`src/rtl/iob_modcnt_updn_pkg.sv`:
```
// Shared defaults and encodings for the up/down modulo counter.
// Direction encoding and the per-cycle operation select live here.
package iob_modcnt_updn_pkg;

  localparam int unsigned IOB_MODCNT_UPDN_DATA_W  = 8;
  localparam int unsigned IOB_MODCNT_UPDN_STEP_W  = 4;
  localparam int unsigned IOB_MODCNT_UPDN_WRAP_W  = 16;
  localparam int unsigned IOB_MODCNT_UPDN_RST_VAL = 0;

  localparam logic DIR_UP = 1'b0;
  localparam logic DIR_DN = 1'b1;

  typedef enum logic [1:0] {
    OP_HOLD  = 2'd0,
    OP_COUNT = 2'd1,
    OP_LOAD  = 2'd2
  } op_e;

endpackage

```
`src/rtl/iob_modcnt_updn_reg.sv`:
```
// Register with async reset, clock enable and synchronous reset.
// The synchronous reset is gated by the clock enable.
module iob_modcnt_updn_reg #(
  parameter int unsigned      W       = 1,
  parameter logic [W-1:0]     RST_VAL = {W{1'b0}}
) (
  input  logic         clk_i,
  input  logic         arst_i,
  input  logic         cke_i,
  input  logic         rst_i,
  input  logic [W-1:0] d_i,
  output logic [W-1:0] q_o
);

  // state register: async reset, then enable-gated sync reset or load
  always_ff @(posedge clk_i or posedge arst_i) begin
    if (arst_i) begin
      q_o <= RST_VAL;
    end else if (cke_i) begin
      if (rst_i) begin
        q_o <= RST_VAL;
      end else begin
        q_o <= d_i;
      end
    end
  end

endmodule

```
`src/rtl/iob_modcnt_updn.sv`:
```
// Up/down modulo counter over 0..mod_i with programmable step, parallel load,
// registered terminal-count pulse and a saturating wrap counter with sticky overflow.
module iob_modcnt_updn
  import iob_modcnt_updn_pkg::*;
#(
  parameter int unsigned         DATA_W  = IOB_MODCNT_UPDN_DATA_W,
  parameter int unsigned         STEP_W  = IOB_MODCNT_UPDN_STEP_W,
  parameter int unsigned         WRAP_W  = IOB_MODCNT_UPDN_WRAP_W,
  parameter logic [DATA_W-1:0]   RST_VAL = DATA_W'(IOB_MODCNT_UPDN_RST_VAL)
) (
  input  logic              clk_i,
  input  logic              arst_i,
  input  logic              cke_i,
  input  logic              rst_i,
  input  logic              en_i,
  input  logic              dir_i,
  input  logic [STEP_W-1:0] step_i,
  input  logic [DATA_W-1:0] mod_i,
  input  logic              ld_i,
  input  logic [DATA_W-1:0] ld_val_i,
  output logic [DATA_W-1:0] data_o,
  output logic              tc_o,
  output logic [WRAP_W-1:0] wrap_cnt_o,
  output logic              ovf_o
);

  localparam int unsigned EW = DATA_W + 1;

  logic [DATA_W-1:0] data_q, data_d, step_nxt_s, ld_clamp_s;
  logic              tc_q, tc_d, ovf_q, ovf_d, wrap_s;
  logic [WRAP_W-1:0] wrap_q, wrap_d;
  logic [EW-1:0]     cnt_x_s, mod_x_s, step_x_s, mod_p1_s, sum_up_s, sum_dn_s;
  op_e               op_s;

  // One guard bit so sums across the modulo boundary never overflow
  assign cnt_x_s    = {1'b0, data_q};
  assign mod_x_s    = {1'b0, mod_i};
  assign step_x_s   = EW'(step_i);
  assign mod_p1_s   = mod_x_s + EW'(1);
  assign sum_up_s   = cnt_x_s + step_x_s;
  assign sum_dn_s   = cnt_x_s + mod_p1_s;
  assign ld_clamp_s = (ld_val_i > mod_i) ? mod_i : ld_val_i;

  // operation select: load beats count beats hold
  always_comb begin
    op_s = OP_HOLD;
    if (ld_i) begin
      op_s = OP_LOAD;
    end else if (en_i) begin
      op_s = OP_COUNT;
    end else begin
      op_s = OP_HOLD;
    end
  end

  // step result and wrap detection; an out-of-range count or step snaps to the boundary
  always_comb begin
    step_nxt_s = data_q;
    wrap_s     = 1'b0;
    if (step_x_s == {EW{1'b0}}) begin
      step_nxt_s = data_q;
    end else if (dir_i == DIR_UP) begin
      if ((cnt_x_s > mod_x_s) || (step_x_s > mod_x_s)) begin
        step_nxt_s = {DATA_W{1'b0}};
        wrap_s     = 1'b1;
      end else if (sum_up_s > mod_x_s) begin
        step_nxt_s = DATA_W'(sum_up_s - mod_p1_s);
        wrap_s     = 1'b1;
      end else begin
        step_nxt_s = DATA_W'(sum_up_s);
      end
    end else begin
      if ((cnt_x_s > mod_x_s) || (step_x_s > mod_x_s)) begin
        step_nxt_s = mod_i;
        wrap_s     = 1'b1;
      end else if (cnt_x_s < step_x_s) begin
        step_nxt_s = DATA_W'(sum_dn_s - step_x_s);
        wrap_s     = 1'b1;
      end else begin
        step_nxt_s = DATA_W'(cnt_x_s - step_x_s);
      end
    end
  end

  // next-state for all registers; tc is a pulse so it defaults low
  always_comb begin
    data_d = data_q;
    tc_d   = 1'b0;
    wrap_d = wrap_q;
    ovf_d  = ovf_q;
    case (op_s)
      OP_LOAD: begin
        data_d = ld_clamp_s;
      end
      OP_COUNT: begin
        data_d = step_nxt_s;
        tc_d   = wrap_s;
        if (wrap_s) begin
          if (&wrap_q) begin
            ovf_d = 1'b1;
          end else begin
            wrap_d = wrap_q + WRAP_W'(1);
          end
        end else begin
          wrap_d = wrap_q;
        end
      end
      default: begin
        data_d = data_q;
      end
    endcase
  end

  iob_modcnt_updn_reg #(.W(DATA_W), .RST_VAL(RST_VAL)) u_cnt_reg (
    .clk_i(clk_i), .arst_i(arst_i), .cke_i(cke_i), .rst_i(rst_i), .d_i(data_d), .q_o(data_q)
  );

  iob_modcnt_updn_reg #(.W(1), .RST_VAL(1'b0)) u_tc_reg (
    .clk_i(clk_i), .arst_i(arst_i), .cke_i(cke_i), .rst_i(rst_i), .d_i(tc_d), .q_o(tc_q)
  );

  iob_modcnt_updn_reg #(.W(WRAP_W), .RST_VAL({WRAP_W{1'b0}})) u_wrap_reg (
    .clk_i(clk_i), .arst_i(arst_i), .cke_i(cke_i), .rst_i(rst_i), .d_i(wrap_d), .q_o(wrap_q)
  );

  iob_modcnt_updn_reg #(.W(1), .RST_VAL(1'b0)) u_ovf_reg (
    .clk_i(clk_i), .arst_i(arst_i), .cke_i(cke_i), .rst_i(rst_i), .d_i(ovf_d), .q_o(ovf_q)
  );

  assign data_o     = data_q;
  assign tc_o       = tc_q;
  assign wrap_cnt_o = wrap_q;
  assign ovf_o      = ovf_q;

endmodule

```
`config.mk`:
```
export PLATFORM = sky130hd
export DESIGN_NAME = iob_modcnt_updn
export DESIGN_NICKNAME = d
export VERILOG_FILES = /design/src/rtl/iob_modcnt_updn_pkg.sv /design/src/rtl/iob_modcnt_updn_reg.sv /design/src/rtl/iob_modcnt_updn.sv
export SDC_FILE = /design/constraint.sdc
export NUM_CORES = 1
export LEC_CHECK = 0
export BUFFER_PORTS_ARGS = -buffer_cell sky130_fd_sc_hd__buf_2
export CORE_MARGIN = 3
export CORE_UTILIZATION = 40
export CTS_BUF_LIST = sky130_fd_sc_hd__clkbuf_16
export CTS_CLUSTER_DIAMETER = 120
export DETAILED_ROUTE_END_ITERATION = 16
export PLACE_DENSITY_LB_ADDON = 0.05
export SLEW_MARGIN = 20
export SYNTH_ARGS = -nofsm -noshare
export SYNTH_HDL_FRONTEND = slang
export SYNTH_SLANG_ARGS = --single-unit
```
`constraint.sdc`:
```
create_clock -name clk_i -period 3.6 [get_ports clk_i]
set_clock_uncertainty 0.15 [all_clocks]
set_input_delay 0.54 -clock clk_i [delete_from_list [all_inputs] [get_ports clk_i]]
set_output_delay 0.54 -clock clk_i [all_outputs]
set_load 0.03 [all_outputs]
```
# After elaboration in Yosys (flattened, before gate mapping)

Index checks and enable logic that the tools add are counted.

Register bits: 26
Input bits: 27

Equal/unequal tests: 4
Reduce and logical (&&, ||, !) cells: 10
Add/sub/neg operators: 7
Muxes and demuxes: 27
Magnitude comparators: 5

Operator list:

| cell                  | count |
|---|---|
| $mux 16               | 4 |
| $mux 8                | 8 |
| $add 16x1->16 const B | 1 |
| $gt 8x8->1            | 2 |
| $pmux 8 s2            | 1 |
| $reduce_and 16->1     | 1 |
| $sub 8x4->8           | 2 |
| $mux 1                | 13 |
| $add 8x4->9           | 1 |
| $gt 9x8->1            | 1 |
| $logic_not 9->1       | 1 |
| $add 8x1->8 const B   | 1 |
| $add 8x8->8           | 1 |
| $gt 4x8->1            | 1 |
| $lt 8x4->1            | 1 |
| $reduce_and 4->1      | 2 |
| $sub 8x8->8           | 1 |
| $reduce_bool 2->1     | 3 |
| $ne 3x3->1 const B    | 1 |
| $reduce_and 3->1      | 1 |
| $reduce_bool 3->1     | 1 |
| $eq 2x1->1 const B    | 1 |
| $eq 2x2->1 const B    | 1 |
| $mux 2                | 1 |
| 2 further kinds       | 2 |

# Logic depth before layout (Yosys ltp)

Depth in word-level cells: 9
Gate-level depth with buffers: 17
Gate-level depth less buffers: 14

# By module

Synthesis repeated with hierarchy kept, for this count alone.

Cell total of the unflattened synthesis: 467
Area, all modules: 3968.8 sq um

By module, submodules not included:

| module                               | seq. area each (sq um) | area an instance (sq um) | cells each | instances |
|---|---|---|---|---|
| iob_modcnt_updn                      | 0.0                    | 2976.6                   | 398        | 1 |
| iob_modcnt_updn_reg at u_wrap_reg    | 400.4                  | 600.6                    | 38         | 1 |
| iob_modcnt_updn_reg at u_cnt_reg     | 200.2                  | 306.5                    | 21         | 1 |
| iob_modcnt_updn_reg at u_ovf_reg ... | 25.0                   | 42.5                     | 5          | 2 |

# Worst setup path before layout

OpenSTA, ideal clock, no wires.

Path type: flip-flop to flip-flop
From: register u_cnt_reg.q_o[3]
To: register u_cnt_reg.q_o[6]
Period minus slack after synthesis: 4.046 ns
Stages on the path, launching flop included: 15
Setup slack: -0.446 ns
Path buffers: 1
Arrival time: 3.774 ns
Data required time: 3.328 ns
Cells stage by stage: dfrtp_1 -> ha_1 -> clkbuf_1 -> inv_1 -> a21oi_1 -> a2111oi_0 -> xor2_1 -> ha_1 -> a2111oi_0 -> o21ai_0 -> o22ai_1 -> o21ai_2 -> mux2_2 -> a211o_1 -> a32o_1

Cells in the longest elaborated chain, start to end: 8
Elaborated cells between the ends (all ways): 17
Classes of those cells: add/sub (5); order compare (3); mux (8); reduce/logical (1)

Ends and longest elaborated chain:

| element                                           | RTL line                                     | RTL |
|---|---|---|
| from (decl)                                       | iob_modcnt_updn_reg.sv:12                    | `output logic [W-1:0] q_o` |
| from (signal assigned)                            | iob_modcnt_updn_reg.sv:23                    | `q_o <= d_i;` |
| $add 8x4->9 / $add 8x8->8 (equally long branches) | iob_modcnt_updn.sv:40, iob_modcnt_updn.sv:41 |  |
| $sub 8x8->8, or another cell as far along         | iob_modcnt_updn.sv:67                        | `step_nxt_s = DATA_W'(sum_up_s - mod_p1_s);` |
| $mux 8, on equally long branches                  | iob_modcnt_updn.sv:66, iob_modcnt_updn.sv:76 |  |
| $mux 8, on equally long branches                  | iob_modcnt_updn.sv:63, iob_modcnt_updn.sv:73 |  |
| $mux 8 (*)                                        | iob_modcnt_updn.sv:62                        | `end else if (dir_i == DIR_UP) begin` |
| $mux 8 (*)                                        | iob_modcnt_updn.sv:60                        | `if (step_x_s == {EW{1'b0}}) begin` |
| $pmux 8 s2 (*)                                    | iob_modcnt_updn.sv:91                        | `case (op_s)` |
| $mux 8 (*)                                        | iob_modcnt_updn_reg.sv:20                    | `if (rst_i) begin` |

Mark *: on every way between the ends. The rest lies on a longest branch, timed or not. The select of a mux whose other input is x is not followed.
A chain may end at the register's enable or synchronous reset.

# Worst setup path in the final report

From: register u_cnt_reg.q_o[0]
To: register u_cnt_reg.q_o[6]

Same word-level chain as after synthesis.

==> impl_metrics.ini <==
[floorplan]
die_w_um = 104
rows = 34
pin_count = 53
core_um2 = 8980
dieArea_um2 = 10700
initial_core_util_pct = 42.5
die-height_um = 104

[layout]
utilization_pct = 57.3
area_delta_synth_final_pct = 34.9
n_fill_cell = 836
final_cell_mix = 66 x buf_4, 52 x buf_2, 51 x ha_1, 35 x inv_1, 32 x a21oi_1
layout.nets = 671
n_antenna_cell = 0
drive_above_1_share_pct = 30.3
instances_no_fill = 707
layout_commonest_cell = buf_4

[synth]
ys_seq_area_share_pct = 17.1
synth_top_family_by_area = compound AO/OA/AOI/OAI gates
synth_nets = 555
ys_types = 61
avgSynthCellArea_um2 = 8.18
synthAdderAreaFrac_pct = 21.7
synthSimpleGateAreaFrac_pct = 21.4
ys.warnings.count = 0
synth.cell_area_um2 = 3810
synth_edf_count = 0
synth_seq_cells = 26
synthCells = 466
dominantRegCellSynth = dfrtp_1
synth_xor_area_share_pct = 6.57
synth_mux_area_share_pct = 3.71
synth-compound-area-share_pct = 23.8
async_reset_ff_share_pct = 100

[clocking]
clock_latency_ns = 0.27
h-tree-depth = 1
root_buffer = clkbuf_16
clkTransAtPathRegs_ns = 0.08
cts_buffer_depth = 2
cts_sinks = 26
cts_tree = built
cts_made_buffers = 3
cts_hold_buf = 0

[timing]
min_period_ns = 3.76
fmax_ghz = 0.266
slew_viol_final = 0
setup_viol = 15
worst_pin_slew_ns = 0.849
finalHoldViolations = 0
rsz0062_at_grt = yes
slew_headroom_pct = 42.9
period_share_pct = 105
setup_ws_ns = -0.162

[pwr]
ir_drop_v = 0.000262
power_mw = 2.24
power_leakage_nw = 2.44
power_density_nw_per_um2 = 435

[route]
vias = 4102
drt-met1-wl_um = 6440
wl_met2_um = 5810
ant_nets = 0
drtIter0Drc = 266
dr_wl_met3_um = 786
wl_per_cell_um = 18.6
via_per_inst = 5.80
drc = 0
firstDrtPassIters = 5
drt-total-wl_um = 13200
routed.top_layer = met4

[worst_setup_path]
crit_type = flop to flop
worstPathMaxFanout = 3
cp.arrival_ns = 3.78
critPathLaunchType = flop
crit_required_ns = 3.61
end_kind = flop

[status]
violations = negative setup slack
status = finished with violations

[place]
dp_cells = 696
portBuffers = 52
hpwlAfterDp_um = 10600
place.gp.congestion = 0.896

[grt]
grt_usage_pct = 23.7
grt_pass1_vias = 3761
grt_max_degree = 27
antenna_found_initial = 0
overflow = 0
grt_pass1_wl_um = 20700

[flow_run]
max_cap_viol_count = 0

[hold_path]
min_path_type = input port to async pin
-- cells by family after synthesis --
kind of cell    after synthesis
buf+inv                      53
compound gates              128
flops                        26
mux                          14
simple gates                156
xor+xnor                     27
fa+ha+maj                    62
-- cell type report --
type / instances / area (um^2) / area share, %
inverters: 38 / 143 / 2.77
flip-flops and latches: 26 / 656 / 12.7
repair buffers: 126 / 886 / 17.2
clock buffers: 3 / 75.1 / 1.46
well taps: 126 / 158 / 3.07
clock inverters: 1 / 30.0 / 0.584
multi-input cells: 387 / 3200 / 62.1
-- final timing paths --
kind,slack [ns],start,endpoint,cells after the start
max in group asynchronous,2.68,arst_i,u_cnt_reg.q_o[0]$_DFFE_PP0P_,2
setup / recovery,-0.16,u_cnt_reg.q_o[0]$_DFFE_PP0P_,u_cnt_reg.q_o[6]$_DFFE_PP0P_,15
hold / removal,0.18,arst_i,u_wrap_reg.q_o[9]$_DFFE_PP0P_,2
hold reg to reg,0.37,u_tc_reg.q_o$_DFFE_PP0P_,u_tc_reg.q_o$_DFFE_PP0P_,2
setup reg to reg,-0.16,u_cnt_reg.q_o[0]$_DFFE_PP0P_,u_cnt_reg.q_o[6]$_DFFE_PP0P_,15
min in group clk_i,0.37,u_tc_reg.q_o$_DFFE_PP0P_,u_tc_reg.q_o$_DFFE_PP0P_,2
-- per-layer routing --
layer / track usage (%) / up-vias
li1: - / 1979
met1: 37.1 / 1977
met2: 35.5 / 134
met3: 2.61 / 12
met4: 3.51 / 0
met5: 0 / -
-- Yosys cell counts (3+ instances only) --
library cell	count	share of area, %
or4_1	9	1.8
fa_1	7	3.7
and4_1	3	0.69
ha_1	55	18
nor3_1	8	1.1
nand2b_1	8	1.3
mux2i_1	13	3.4
nor4_1	3	0.49
nand3_1	22	2.9
xor2_1	7	1.6
a31oi_1	3	0.49
a211oi_1	5	0.99
or3_1	6	0.99
a311oi_1	4	0.92
nor2b_1	7	1.1
a21oi_1	35	4.6
and3_1	7	1.1
o22ai_1	3	0.49
a211o_1	4	0.92
buf_2	4	0.53
o31ai_1	3	0.59
nand4_1	13	2.1
inv_1	37	3.6
o211ai_1	12	2.4
or2_2	3	0.49
nand2_1	32	3.2
o41ai_1	3	0.69
nor2_1	29	2.9
dfrtp_1	26	17
clkbuf_1	9	0.89
a32o_1	3	0.79
a221o_1	4	1.1
o21ai_0	16	2.1
a21o_1	10	2.0
xnor2_1	19	4.4
-- sequential cells by signal (all words and copies together) (netlist names) --
| name | flops |
|---|---|
| u_wrap_reg.q_o | 16 |
| u_cnt_reg.q_o | 8 |
| u_ovf_reg.q_o | 1 |
| u_tc_reg.q_o | 1 |
-- metrics by stage --
stage	setup TNS [ns]	setup WS [ns]	hold WS, ns	instance area (um^2)
2_1_floorplan	-0.431	-0.185	0.430	3920
6_report	-0.907	-0.162	0.184	5140
5_1_grt	-4.70	-0.298	0.239	5140
4_1_cts	-0.440	-0.134	0.377	4930
3_3_place_gp	-5.94	-0.349	0.308	4760
3_5_place_dp	-7.02	-0.400	0.361	4760
-- report_power, final --
part           internal [mW]  switching [mW]  leakage, nW  total [mW]
clock network          0.222           0.119       0.0511       0.341
registers              0.311          0.0360        0.350       0.347
logic                  0.733           0.817         2.04        1.55
-- worst max-delay path, cell delays in order (launching register included) --
cell and delay [ns]:
dfrtp_2 0.44, ha_4 0.17, fa_2 0.36, nand2b_4 0.09, a21oi_4 0.06, o211ai_1 0.19
xnor2_1 0.18, ha_1 0.31, a2111oi_4 0.36, o21ai_1 0.12, o22ai_2 0.24, buf_12 0.14
o21ai_4 0.05, mux2_4 0.29, a211o_1 0.25, a32o_1 0.24
-- timing repair --
action | in CTS | in global routing
setup buffers | 4 | 2
setup endpoints to repair | 20 | 26
gates resized for setup | 10 | 30
pin swaps | 16 | 26
cloned | 0 | 2
Note: power is estimated with default switching activity, not from simulation.
